**src/rtl/decoder_pkg.sv**
```systemverilog
// Shared definitions for the decoder sweep controller: command modes, completion
// status codes, controller states and the default decoder address width.
package decoder_pkg;

  localparam int unsigned ADDR_W_DEFAULT = 6;

  localparam logic [1:0] MODE_SINGLE = 2'b00;
  localparam logic [1:0] MODE_UP     = 2'b01;
  localparam logic [1:0] MODE_DOWN   = 2'b10;
  localparam logic [1:0] MODE_RSVD   = 2'b11;

  localparam logic [1:0] ST_OK      = 2'b00;
  localparam logic [1:0] ST_ABORT   = 2'b01;
  localparam logic [1:0] ST_BADMODE = 2'b10;

  typedef enum logic [1:0] {
    StIdle   = 2'b00,
    StActive = 2'b01,
    StFin    = 2'b10
  } state_e;

endpackage

```
**src/rtl/decoder_dwell_cnt.sv**
```systemverilog
// Loadable down-counter with a zero flag, used to time how long each address is held.
// Ports:
//   clk_i, rst_ni  clock, asynchronous active-low reset
//   load_i         load load_val_i (takes priority over dec_i)
//   load_val_i     value to load
//   dec_i          decrement by one; ignored when already zero
//   zero_o         count register is zero
module decoder_dwell_cnt #(
  parameter int unsigned Width = 8
) (
  input  logic             clk_i,
  input  logic             rst_ni,
  input  logic             load_i,
  input  logic [Width-1:0] load_val_i,
  input  logic             dec_i,
  output logic             zero_o
);

  logic [Width-1:0] cnt_q, cnt_d;

  always_comb begin
    cnt_d = cnt_q;
    if (load_i) begin
      cnt_d = load_val_i;
    end else if (dec_i && (cnt_q != '0)) begin
      cnt_d = cnt_q - Width'(1);
    end
  end

  always_ff @(posedge clk_i or negedge rst_ni) begin
    if (!rst_ni) begin
      cnt_q <= '0;
    end else begin
      cnt_q <= cnt_d;
    end
  end

  assign zero_o = (cnt_q == '0);

endmodule

```
**src/rtl/decoder_sweep_ctrl.sv**
```systemverilog
// Sequencer driving the enable/address inputs of a one-hot decoder. Accepts a command
// in IDLE, then walks the address from start to end (up, down or a single address),
// holding each address for dwell+1 cycles, and finishes with a one-cycle done pulse.
// Ports:
//   clk_i, rst_ni        clock, asynchronous active-low reset
//   cmd_valid_i/ready_o  command handshake (ready only in IDLE)
//   cmd_mode_i           00 single, 01 up, 10 down, 11 reserved
//   cmd_start_i/end_i    first / last address (end ignored in single mode)
//   cmd_dwell_i          hold cycles per address minus one
//   abort_i              terminate the active command
//   dec_en_o, dec_addr_o decoder enable and address
//   step_o               pulse on the first cycle of each new address
//   busy_o               high while sweeping
//   done_o, status_o     completion pulse and status (00 ok, 01 aborted, 10 bad mode)
module decoder_sweep_ctrl
  import decoder_pkg::*;
#(
  parameter int unsigned ADDR_W  = ADDR_W_DEFAULT,
  parameter int unsigned DWELL_W = 8
) (
  input  logic               clk_i,
  input  logic               rst_ni,
  input  logic               cmd_valid_i,
  output logic               cmd_ready_o,
  input  logic [1:0]         cmd_mode_i,
  input  logic [ADDR_W-1:0]  cmd_start_i,
  input  logic [ADDR_W-1:0]  cmd_end_i,
  input  logic [DWELL_W-1:0] cmd_dwell_i,
  input  logic               abort_i,
  output logic               dec_en_o,
  output logic [ADDR_W-1:0]  dec_addr_o,
  output logic               step_o,
  output logic               busy_o,
  output logic               done_o,
  output logic [1:0]         status_o
);

  state_e             state_q, state_d;
  logic [1:0]         mode_q, mode_d;
  logic [ADDR_W-1:0]  end_q, end_d;
  logic [DWELL_W-1:0] dwell_q, dwell_d;
  logic [ADDR_W-1:0]  addr_q, addr_d;
  logic               ready_q, ready_d;
  logic               en_q, en_d;
  logic               step_q, step_d;
  logic               busy_q, busy_d;
  logic               done_q, done_d;
  logic [1:0]         status_q, status_d;

  logic               cnt_load, cnt_dec, cnt_zero;
  logic [DWELL_W-1:0] cnt_load_val;

  decoder_dwell_cnt #(
    .Width (DWELL_W)
  ) u_dwell_cnt (
    .clk_i      (clk_i),
    .rst_ni     (rst_ni),
    .load_i     (cnt_load),
    .load_val_i (cnt_load_val),
    .dec_i      (cnt_dec),
    .zero_o     (cnt_zero)
  );

  always_comb begin
    state_d      = state_q;
    mode_d       = mode_q;
    end_d        = end_q;
    dwell_d      = dwell_q;
    addr_d       = addr_q;
    ready_d      = ready_q;
    en_d         = en_q;
    step_d       = 1'b0;
    busy_d       = busy_q;
    done_d       = 1'b0;
    status_d     = status_q;
    cnt_load     = 1'b0;
    cnt_dec      = 1'b0;
    cnt_load_val = dwell_q;

    unique case (state_q)
      StIdle: begin
        // ready_q is always high here, so cmd_valid_i alone completes the handshake;
        // abort_i is deliberately not looked at.
        if (cmd_valid_i) begin
          mode_d  = cmd_mode_i;
          end_d   = cmd_end_i;
          dwell_d = cmd_dwell_i;
          ready_d = 1'b0;
          if (cmd_mode_i == MODE_RSVD) begin
            state_d  = StFin;
            done_d   = 1'b1;
            status_d = ST_BADMODE;
          end else begin
            state_d      = StActive;
            en_d         = 1'b1;
            busy_d       = 1'b1;
            step_d       = 1'b1;
            addr_d       = cmd_start_i;
            cnt_load     = 1'b1;
            cnt_load_val = cmd_dwell_i;
          end
        end
      end
      StActive: begin
        if (abort_i || (cnt_zero && ((mode_q == MODE_SINGLE) || (addr_q == end_q)))) begin
          state_d  = StFin;
          en_d     = 1'b0;
          busy_d   = 1'b0;
          done_d   = 1'b1;
          status_d = abort_i ? ST_ABORT : ST_OK;
        end else if (!cnt_zero) begin
          cnt_dec = 1'b1;
        end else begin
          // Address arithmetic wraps modulo 2**ADDR_W.
          addr_d   = (mode_q == MODE_UP) ? addr_q + ADDR_W'(1) : addr_q - ADDR_W'(1);
          step_d   = 1'b1;
          cnt_load = 1'b1;
        end
      end
      StFin: begin
        state_d = StIdle;
        ready_d = 1'b1;
      end
      default: begin
        state_d = StIdle;
        ready_d = 1'b1;
        en_d    = 1'b0;
        busy_d  = 1'b0;
      end
    endcase
  end

  always_ff @(posedge clk_i or negedge rst_ni) begin
    if (!rst_ni) begin
      state_q  <= StIdle;
      mode_q   <= MODE_SINGLE;
      end_q    <= '0;
      dwell_q  <= '0;
      addr_q   <= '0;
      ready_q  <= 1'b1;
      en_q     <= 1'b0;
      step_q   <= 1'b0;
      busy_q   <= 1'b0;
      done_q   <= 1'b0;
      status_q <= ST_OK;
    end else begin
      state_q  <= state_d;
      mode_q   <= mode_d;
      end_q    <= end_d;
      dwell_q  <= dwell_d;
      addr_q   <= addr_d;
      ready_q  <= ready_d;
      en_q     <= en_d;
      step_q   <= step_d;
      busy_q   <= busy_d;
      done_q   <= done_d;
      status_q <= status_d;
    end
  end

  assign cmd_ready_o = ready_q;
  assign dec_en_o    = en_q;
  assign dec_addr_o  = addr_q;
  assign step_o      = step_q;
  assign busy_o      = busy_q;
  assign done_o      = done_q;
  assign status_o    = status_q;

endmodule

```
**config.mk**
```make
export PLATFORM = sky130hd
export DESIGN_NAME = decoder_sweep_ctrl
export DESIGN_NICKNAME = d
export VERILOG_FILES = /design/src/rtl/decoder_pkg.sv /design/src/rtl/decoder_dwell_cnt.sv /design/src/rtl/decoder_sweep_ctrl.sv
export SDC_FILE = /design/constraint.sdc
export NUM_CORES = 1
export LEC_CHECK = 0
export CAP_MARGIN = 20
export CORE_UTILIZATION = 45
export DETAILED_ROUTE_END_ITERATION = 12
export PLACE_DENSITY = 0.67
export SYNTH_ARGS = -nofsm -noshare
export SYNTH_HDL_FRONTEND = slang
export SYNTH_HIERARCHICAL = 1
export SYNTH_SLANG_ARGS = --single-unit
```
**constraint.sdc**
```tcl
create_clock -name clk_i -period 8.3 [get_ports clk_i]
set_clock_uncertainty 0.05 [all_clocks]
set_input_delay 1.66 -clock clk_i [delete_from_list [all_inputs] [get_ports clk_i]]
set_output_delay 1.66 -clock clk_i [all_outputs]
set_load 0.05 [all_outputs]
```
==> flow_summary.toml, run 1 <==
[setup_path]
required_ns = 8.43
crit_path_max_fanout = 26
reg2reg_depth = 10
worstSetupStartpointType = "input port"
cpMostUsedCell = "buf_4"
cpPeakStageDelay_ns = 0.46
critPathCaptureType = "flip-flop"
crit_start = "cmd_valid_i"
slowest_stage = "clkdlybuf4s50_1"
path_class = "input port to flip-flop"
path_cells = "clkdlybuf4s50_1, nor3b_2, buf_4, a211oi_1, a21oi_2, buf_4, clkinv_1, o311a_1, a221o_1"
r2r-start = "u_dwell_cnt/cnt_q[0]$_DFFE_PN0P_"
arrival_ns = 3.95

[final_layout]
layout.cell_area.non_filler_mm2 = 0.00272
seq_area_um2 = 952
final_cell_mix = "dfrtp_1, clkdlybuf4s50_1, mux2_2, nand2_1, nor2_1"
diodes = 0
area_growth_pct = 23.0
nFillCells = 428
multi_input_area_mm2 = 0.00119
num-nets-final = 275
drive_gt1_share_pct = 19.8

[synth]
synth_top_area_share_pct = 41.9
ys_async_sr_fraction_pct = 100
synth_seq_cells = 38
synth_nets = 236
syn_inst = 203
synth_edf_count = 0
dominantRegCellSynth = "dfrtp_1"
synth_area_leaders = "dfrtp_1, mux2_2, ha_1"
seq_area_frac_synth_pct = 43.1
yosys_warnings = 6
yosysTopAreaCell = "dfrtp_1"
yosysUniqueCellTypes = 58
synth_area_per_cell_um2 = 10.9
syn_area_mm2 = 0.00221

[die]
ios = 39
fp.dieW_um = 72.1
fp.dieArea_mm2 = 0.00520
die-height_um = 72.1
rows = 25
coreArea_mm2 = 0.00472
start_util_pct = 46.8

[power]
p_total_w = 0.00102
irDropWorstVdd_v = 0.000153
power_leakage_nw = 1.08
power.density_mw_per_mm2 = 375

[clock_network]
cts-root-buf = "clkbuf_8"
cts-buffers-inserted = 5
clockBufferDepth = 2
cts_hold_buf = 0
cts_resized = 0
cts_sinks = 38
clkTransAtPathRegs_ns = 0.08
cts_tree = "built"
cts_setup_buffers = 0
insertion_delay_ns = 0.29
htreeDepth = 2

[grt]
grt_max_degree = 39
grt_pass1_vias = 1602
grt_overflow_total = 0
grt_pass1_wl_um = 7540
antenna_found_initial = 0
grt_usage_pct = 18.9

[placement]
numPortBuffers = 38
place_ws_ns = 4.19
place_hpwl_um = 3270
dpl_cell_area_mm2 = 0.00264
place_congestion = 0.840

[detailed_routing]
viasPerCell = 5.55
vias = 1722
drc = 0
drtIter0Drc = 90
wl_per_cell_um = 14.5
ant_nets = 0
first_pass_iters = 4
wirelength_um = 4500

[sta]
fmax_ghz = 0.261
rsz0062_at_grt = "false"
worst_slack_ns = 4.47
finalHoldViolCount = 0
final-max-slew-violation-count = 0
final.period_utilization_pct = 46.1
hold_ws_ns = 0.438
layout_min_cycle_time_ns = 3.83
slew_headroom_pct = 44.1
setup_tns_ns = 0
worst_pin_slew_ns = 0.839
setup_viol = 0

[hold_path]
min_path_cells = 2
hp-class = "flip-flop to flip-flop"
worstHoldStart = "cmd_ready_o$_DFFE_PN1P_"

[status]
status = "completed"

[job]
drv_cap = 0
==> cells by family (layout without fill, tap and decap cells) <==
logic type	after synthesis	count (layout)	share of synthesized area, %
flops	38	38	43.1
mux	26	26	13.2
buf+inv	14	54	3.23
simple gates	60	60	15.6
xor+xnor	8	8	3.17
fa+ha+maj	7	7	4.30
compound gates	50	50	17.4
==> metal layers <==
layer / GRT usage, % / share of wire (%) / vias to the layer above
li1: - / - / 841
met1: 27.1 / 49 / 847
met2: 28.2 / 46 / 27
met3: 3.06 / 3.4 / 7
met4: 8.50 / 1.4 / 0
met5: 0 / 0 / -
==> critical path, delay by kind of cell <==
| family | cells | cell delay, ns |
|---|---|---|
| compound gates | 4 | 0.77 |
| buf+inv | 4 | 1.36 |
| simple gates | 1 | 0.15 |
==> synthesized netlist by cell type (2+ instances only) <==
| library cell | n |
|---|---|
| nor3b_1 | 4 |
| xor2_1 | 6 |
| a21o_1 | 2 |
| dfrtp_1 | 37 |
| nand4_1 | 2 |
| mux2_2 | 25 |
| buf_4 | 2 |
| a211o_1 | 2 |
| nor2_1 | 12 |
| o221ai_1 | 3 |
| clkbuf_1 | 2 |
| nand2b_1 | 2 |
| o31ai_1 | 2 |
| o21ai_0 | 7 |
| a21oi_2 | 2 |
| a221o_1 | 2 |
| nor3_1 | 5 |
| o211ai_1 | 2 |
| nand3_1 | 4 |
| a211oi_1 | 2 |
| buf_2 | 3 |
| inv_1 | 5 |
| nor2b_1 | 3 |
| a21oi_1 | 7 |
| xnor2_1 | 2 |
| a31oi_1 | 6 |
| ha_1 | 6 |
| nand2_1 | 13 |
| or4_1 | 3 |
| o211a_1 | 2 |
==> registers in the layout, indices dropped and copies added (netlist names) <==
signal             cells
dwell_q                8
u_dwell_cnt/cnt_q      8
dec_addr_o             6
end_q                  6
mode_q                 2
state_q                2
status_o               2
busy_o                 1
cmd_ready_o            1
done_o                 1
step_o                 1
==> final timing paths <==
path | end | slack [ns]
worst max-delay path | u_dwell_cnt/cnt_q[7]$_DFFE_PN0P_ | 4.47
worst min-delay path | cmd_ready_o$_DFFE_PN1P_ | 0.44
worst max register to register | u_dwell_cnt/cnt_q[7]$_DFFE_PN0P_ | 5.17
worst min register to register | cmd_ready_o$_DFFE_PN1P_ | 0.44
max in group asynchronous | dwell_q[2]$_DFFE_PN0P_ | 6.24
min in group asynchronous | dec_addr_o[3]$_DFFE_PN0P_ | 1.42
==> stage by stage <==
step / instances / util, %
after floorplan: 203 / -
after global placement: 302 / 55.8
after detailed placement: 302 / 55.8
after CTS: 310 / 57.6
after global routing: 310 / 57.6
final: 310 / 57.6
==> layout make-up <==
| type | count | area share, % |
|---|---|---|
| repair buffers | 40 | 14.4 |
| well taps | 67 | 3.08 |
| multi-input cells | 151 | 43.7 |
| flip-flops and latches | 38 | 35.0 |
| clock inverters | 2 | 0.368 |
| clock buffers | 6 | 2.67 |
| inverters | 6 | 0.828 |
==> where the power goes <==
group	total, W	leakage [nW]	internal [W]	switching (W)
logic	0.000554	0.588	0.000243	0.000311
registers	0.000344	0.445	0.000265	0.0000792
clock network	0.000121	0.0450	0.0000582	0.0000623
(Power assumes the default switching activity.)
==> run 2, diff against run 1 <==
- clock period: 8.3 -> 3.7 ns (I/O delays scaled with it)
==> flow_summary.toml, run 2 (synthesized netlist as in run 1, its figures left out) <==
[status]
status = "completed"

[sta]
final.period_utilization_pct = 79.0
final-max-slew-violation-count = 0
setup_viol = 0
rsz0062_at_grt = "false"
layout_min_cycle_time_ns = 2.92
setup_tns_ns = 0
worst_pin_slew_ns = 0.848
slew_headroom_pct = 43.4
worst_slack_ns = 0.778
finalHoldViolCount = 0
fmax_ghz = 0.342

[clock_network]
cts-buffers-inserted = 5
htreeDepth = 2
cts_setup_buffers = 0
cts_hold_buf = 0
clockBufferDepth = 2
cts-root-buf = "clkbuf_8"
cts_resized = 0
cts_sinks = 38
cts_tree = "built"
insertion_delay_ns = 0.29
clkTransAtPathRegs_ns = 0.07

[grt]
antenna_found_initial = 0
grt_pass1_vias = 1640
grt_max_degree = 39
grt_usage_pct = 19.7
grt_pass1_wl_um = 7920
grt_overflow_total = 0

[power]
irDropWorstVdd_v = 0.000297
power_leakage_nw = 1.09
power.density_mw_per_mm2 = 848

[setup_path]
path_class = "flip-flop to flip-flop"
critPathCaptureType = "flip-flop"
crit_path_max_fanout = 15
arrival_ns = 3.05
worstSetupStartpointType = "flip-flop"
crit_start = "u_dwell_cnt/cnt_q[0]$_DFFE_PN0P_"
r2r-start = "u_dwell_cnt/cnt_q[0]$_DFFE_PN0P_"
required_ns = 3.83

[placement]
place_ws_ns = 0.710
place_congestion = 0.798
place_hpwl_um = 3250
numPortBuffers = 38

[detailed_routing]
first_pass_iters = 4
wl_per_cell_um = 14.6
drtIter0Drc = 73
vias = 1757
ant_nets = 0
viasPerCell = 5.63
drc = 0
wirelength_um = 4570

[final_layout]
diodes = 0
num-nets-final = 277
top_regs = "dwell_q (8), u_dwell_cnt/cnt_q (8)"
nFillCells = 405
area_growth_pct = 24.1
final_cell_mix = "dfrtp_1, clkdlybuf4s50_1, mux2_2, nand2_1, nor2_1"
drive_gt1_share_pct = 20.4

[die]
ios = 39
start_util_pct = 46.8
fp.dieW_um = 72.1
rows = 25
fp.dieArea_mm2 = 0.00520
die-height_um = 72.1
coreArea_mm2 = 0.00472

[hold_path]
hp-class = "flip-flop to flip-flop"
worstHoldStart = "cmd_ready_o$_DFFE_PN1P_"

[job]
drv_cap = 0
[run 2: critical path: stages (launching register included)]
cell	delay (ns)
dfrtp_1	0.40
inv_1	0.10
ha_1	0.20
or3b_2	0.49
nor2_1	0.33
a32oi_1	0.17
a21oi_2	0.13
buf_4	0.21
clkinv_1	0.26
o311a_1	0.21
a221o_1	0.25
[run 2: per-layer routing]
layer	global-route usage (%)	vias to the layer above	part of all wire, %
met1	27.6	857	49
met5	0	-	0
li1	-	846	-
met3	3.47	8	3.9
met4	8.50	0	1.9
met2	30.1	46	46
[run 2: layout make-up]
class	count	area (µm²)	share of cell area, %
Clock buffer	7	86.3	3.15
Sequential cell	38	952	34.7
Inverter	6	22.5	0.821
Timing Repair Buffer	42	405	14.8
Tap cell	67	83.8	3.06
Clock inverter	1	5.00	0.182
Multi-Input combinational cell	151	1190	43.3
[run 2: stage by stage]
| step | hold WS [ns] | cells | total power, W | instance area, µm² | util, % |
|---|---|---|---|---|---|
| after floorplan | 0.394 | 203 | 0.00171 | 2210 | - |
| after global placement | 0.423 | 304 | 0.00201 | 2650 | 56.1 |
| after detailed placement | 0.428 | 304 | 0.00203 | 2650 | 56.1 |
| after CTS | 0.443 | 312 | 0.00234 | 2740 | 58.1 |
| after global routing | 0.468 | 312 | 0.00250 | 2740 | 58.1 |
| final | 0.441 | 312 | 0.00233 | 2740 | 58.1 |
[run 2: path summary, 6_finish.rpt]
kind	endpoint	slack (ns)	cells after the start
max in group asynchronous	dwell_q[6]$_DFFE_PN0P_	2.56	1
hold reg to reg	cmd_ready_o$_DFFE_PN1P_	0.44	2
setup / recovery	u_dwell_cnt/cnt_q[7]$_DFFE_PN0P_	0.78	10
hold / removal	cmd_ready_o$_DFFE_PN1P_	0.44	2
setup reg to reg	u_dwell_cnt/cnt_q[7]$_DFFE_PN0P_	0.78	10
min in group asynchronous	dec_addr_o[1]$_DFFE_PN0P_	0.49	1
[run 2: power by group]
group          total (W)  leakage, nW  internal [W]  switching [W]
logic            0.00125        0.598      0.000550       0.000705
registers       0.000772        0.445      0.000595       0.000177
clock network   0.000299       0.0482      0.000150       0.000148
total            0.00233         1.09       0.00129        0.00103
==> run 3, diff against run 2 <==
- PLACE_DENSITY: 0.67 -> 0.7
- clock period: 3.7 -> 2.4 ns (I/O delays scaled with it)
==> flow_summary.toml, run 3 (synthesized netlist as in run 1, its figures left out) <==
[die]
ios = 39
start_util_pct = 46.8
fp.dieArea_mm2 = 0.00520
coreArea_mm2 = 0.00472
rows = 25
fp.dieW_um = 72.1
die-height_um = 72.1

[grt]
grt_pass1_wl_um = 8500
antenna_found_initial = 0
grt_pass1_vias = 1824
grt_overflow_total = 0
grt_usage_pct = 21.2
grt_max_degree = 18

[clock_network]
clkTransAtPathRegs_ns = 0.08
cts-buffers-inserted = 5
htreeDepth = 2
cts-root-buf = "clkbuf_8"
insertion_delay_ns = 0.29
clockBufferDepth = 2
cts_tree = "built"
cts_sinks = 38
cts_hold_buf = 0

[setup_path]
rr_endpoint = "u_dwell_cnt/cnt_q[5]$_DFFE_PN0P_"
path_delay_family = "simple AND/OR/NAND/NOR gates"
reg2reg_depth = 10
required_ns = 2.52
cpPeakStageDelay_ns = 0.40
worstSetupStartpointType = "flip-flop"
critPathCaptureType = "flip-flop"
arrival_ns = 2.41
r2r_setup_slack_ns = 0.11
critPathBufInv = 3
slowest_stage = "or3b_4"
path_class = "flip-flop to flip-flop"
path_cells = "inv_2, ha_2, or3b_4, nor2_4, a32oi_2, a21oi_2, buf_6, buf_4, nor3_1, a221o_1"
r2r-start = "u_dwell_cnt/cnt_q[1]$_DFFE_PN0P_"
crit_path_max_fanout = 4

[sta]
slew_headroom_pct = 60.1
setup_viol = 0
layout_min_cycle_time_ns = 2.29
fmax_ghz = 0.436
setup_tns_ns = 0
final.period_utilization_pct = 95.6
final-max-slew-violation-count = 0
worst_slack_ns = 0.106
finalHoldViolCount = 0
worst_pin_slew_ns = 0.593

[placement]
place_hpwl_um = 3690
place_congestion = 0.818
place_ws_ns = -0.0901
numPortBuffers = 38

[detailed_routing]
drtIter0Drc = 132
ant_nets = 0
first_pass_iters = 8
viasPerCell = 5.40
wirelength_um = 5110
drc = 2
wl_per_cell_um = 14.8
vias = 1859

[final_layout]
top_regs = "dwell_q (8), u_dwell_cnt/cnt_q (8)"
num-nets-final = 309
drive_gt1_share_pct = 32.1
diodes = 0
final_util_pct = 64.0
final_cell_mix = "dfrtp_1, clkdlybuf4s50_1, buf_4, mux2_2, nand2_1"
nFillCells = 397
area_growth_pct = 36.7

[power]
p_total_w = 0.00386
power.density_mw_per_mm2 = 1280
irDropWorstVdd_v = 0.000509
power_leakage_nw = 1.25

[hold_path]
hp-class = "input port to asynchronous set/reset pin"

[status]
status = "finished with violations"
violations = "DRC"

[job]
drv_cap = 0
==> run 3: cell types whose count changed in the layout (fill, tap and decap cells not counted), sizes merged <==
| cell | before | now |
|---|---|---|
| clkinv | 2 | 0 |
| inv | 5 | 6 |
| buf | 5 | 37 |
| clkbuf | 7 | 8 |
==> run 3: repair_timing <==
item | 4_1_cts | 5_1_grt
resized for setup | 0 | 10
cloned | 0 | 0
buffers inserted | 2 | 1
pin swaps | 0 | 4
setup endpoints to repair | 7 | 9
==> run 3: routing by layer <==
layer / GRT usage, % / share of wire [%] / vias to the layer above
met3: 4.31 / 3.3 / 4
met5: 0 / 0 / -
li1: - / - / 906
met2: 34.5 / 49 / 37
met4: 7.63 / 0.61 / 0
met1: 28.0 / 47 / 912
==> run 3: how the worst max path moves through the flow <==
stage,end,from,slack [ns],cells past startpoint
final,u_dwell_cnt/cnt_q[5]$_DFFE_PN0P_,u_dwell_cnt/cnt_q[1]$_DFFE_PN0P_,0.11,10
after global routing,u_dwell_cnt/cnt_q[5]$_DFFE_PN0P_,u_dwell_cnt/cnt_q[0]$_DFFE_PN0P_,-0.008,10
after CTS,u_dwell_cnt/cnt_q[7]$_DFFE_PN0P_,u_dwell_cnt/cnt_q[1]$_DFFE_PN0P_,0.01,10
after detailed placement,u_dwell_cnt/cnt_q[7]$_DFFE_PN0P_,u_dwell_cnt/cnt_q[1]$_DFFE_PN0P_,-0.09,9
after global placement,u_dwell_cnt/cnt_q[7]$_DFFE_PN0P_,u_dwell_cnt/cnt_q[0]$_DFFE_PN0P_,-0.05,9
after floorplan,u_dwell_cnt/cnt_q[7]$_DFFE_PN0P_,u_dwell_cnt/cnt_q[0]$_DFFE_PN0P_,-0.05,10
==> run 3: report_power, final <==
group          leakage, nW  switching [W]  total (W)  internal [W]
Combinational        0.759        0.00120    0.00225       0.00104
Sequential           0.445       0.000243    0.00116      0.000917
Clock               0.0455       0.000215   0.000449      0.000234
Total                 1.25        0.00166    0.00386       0.00219
==> run 3: final cells by class <==
class / count / area, µm² / share of cell area (%)
Timing Repair Buffer: 74 / 649 / 21.5
Inverter: 6 / 25.0 / 0.828
Tap cell: 67 / 83.8 / 2.77
Sequential cell: 38 / 952 / 31.5
Multi-Input combinational cell: 151 / 1220 / 40.4
Clock buffer: 8 / 90.1 / 2.98
==> run 3: through the flow <==
step	instances	hold WS, ns	instance area (µm²)
after CTS	343	0.0463	2980
after global routing	344	0.0610	3020
after floorplan	203	0.134	2220
final	344	0.0413	3020
after global placement	333	0.366	2880
after detailed placement	333	0.367	2880
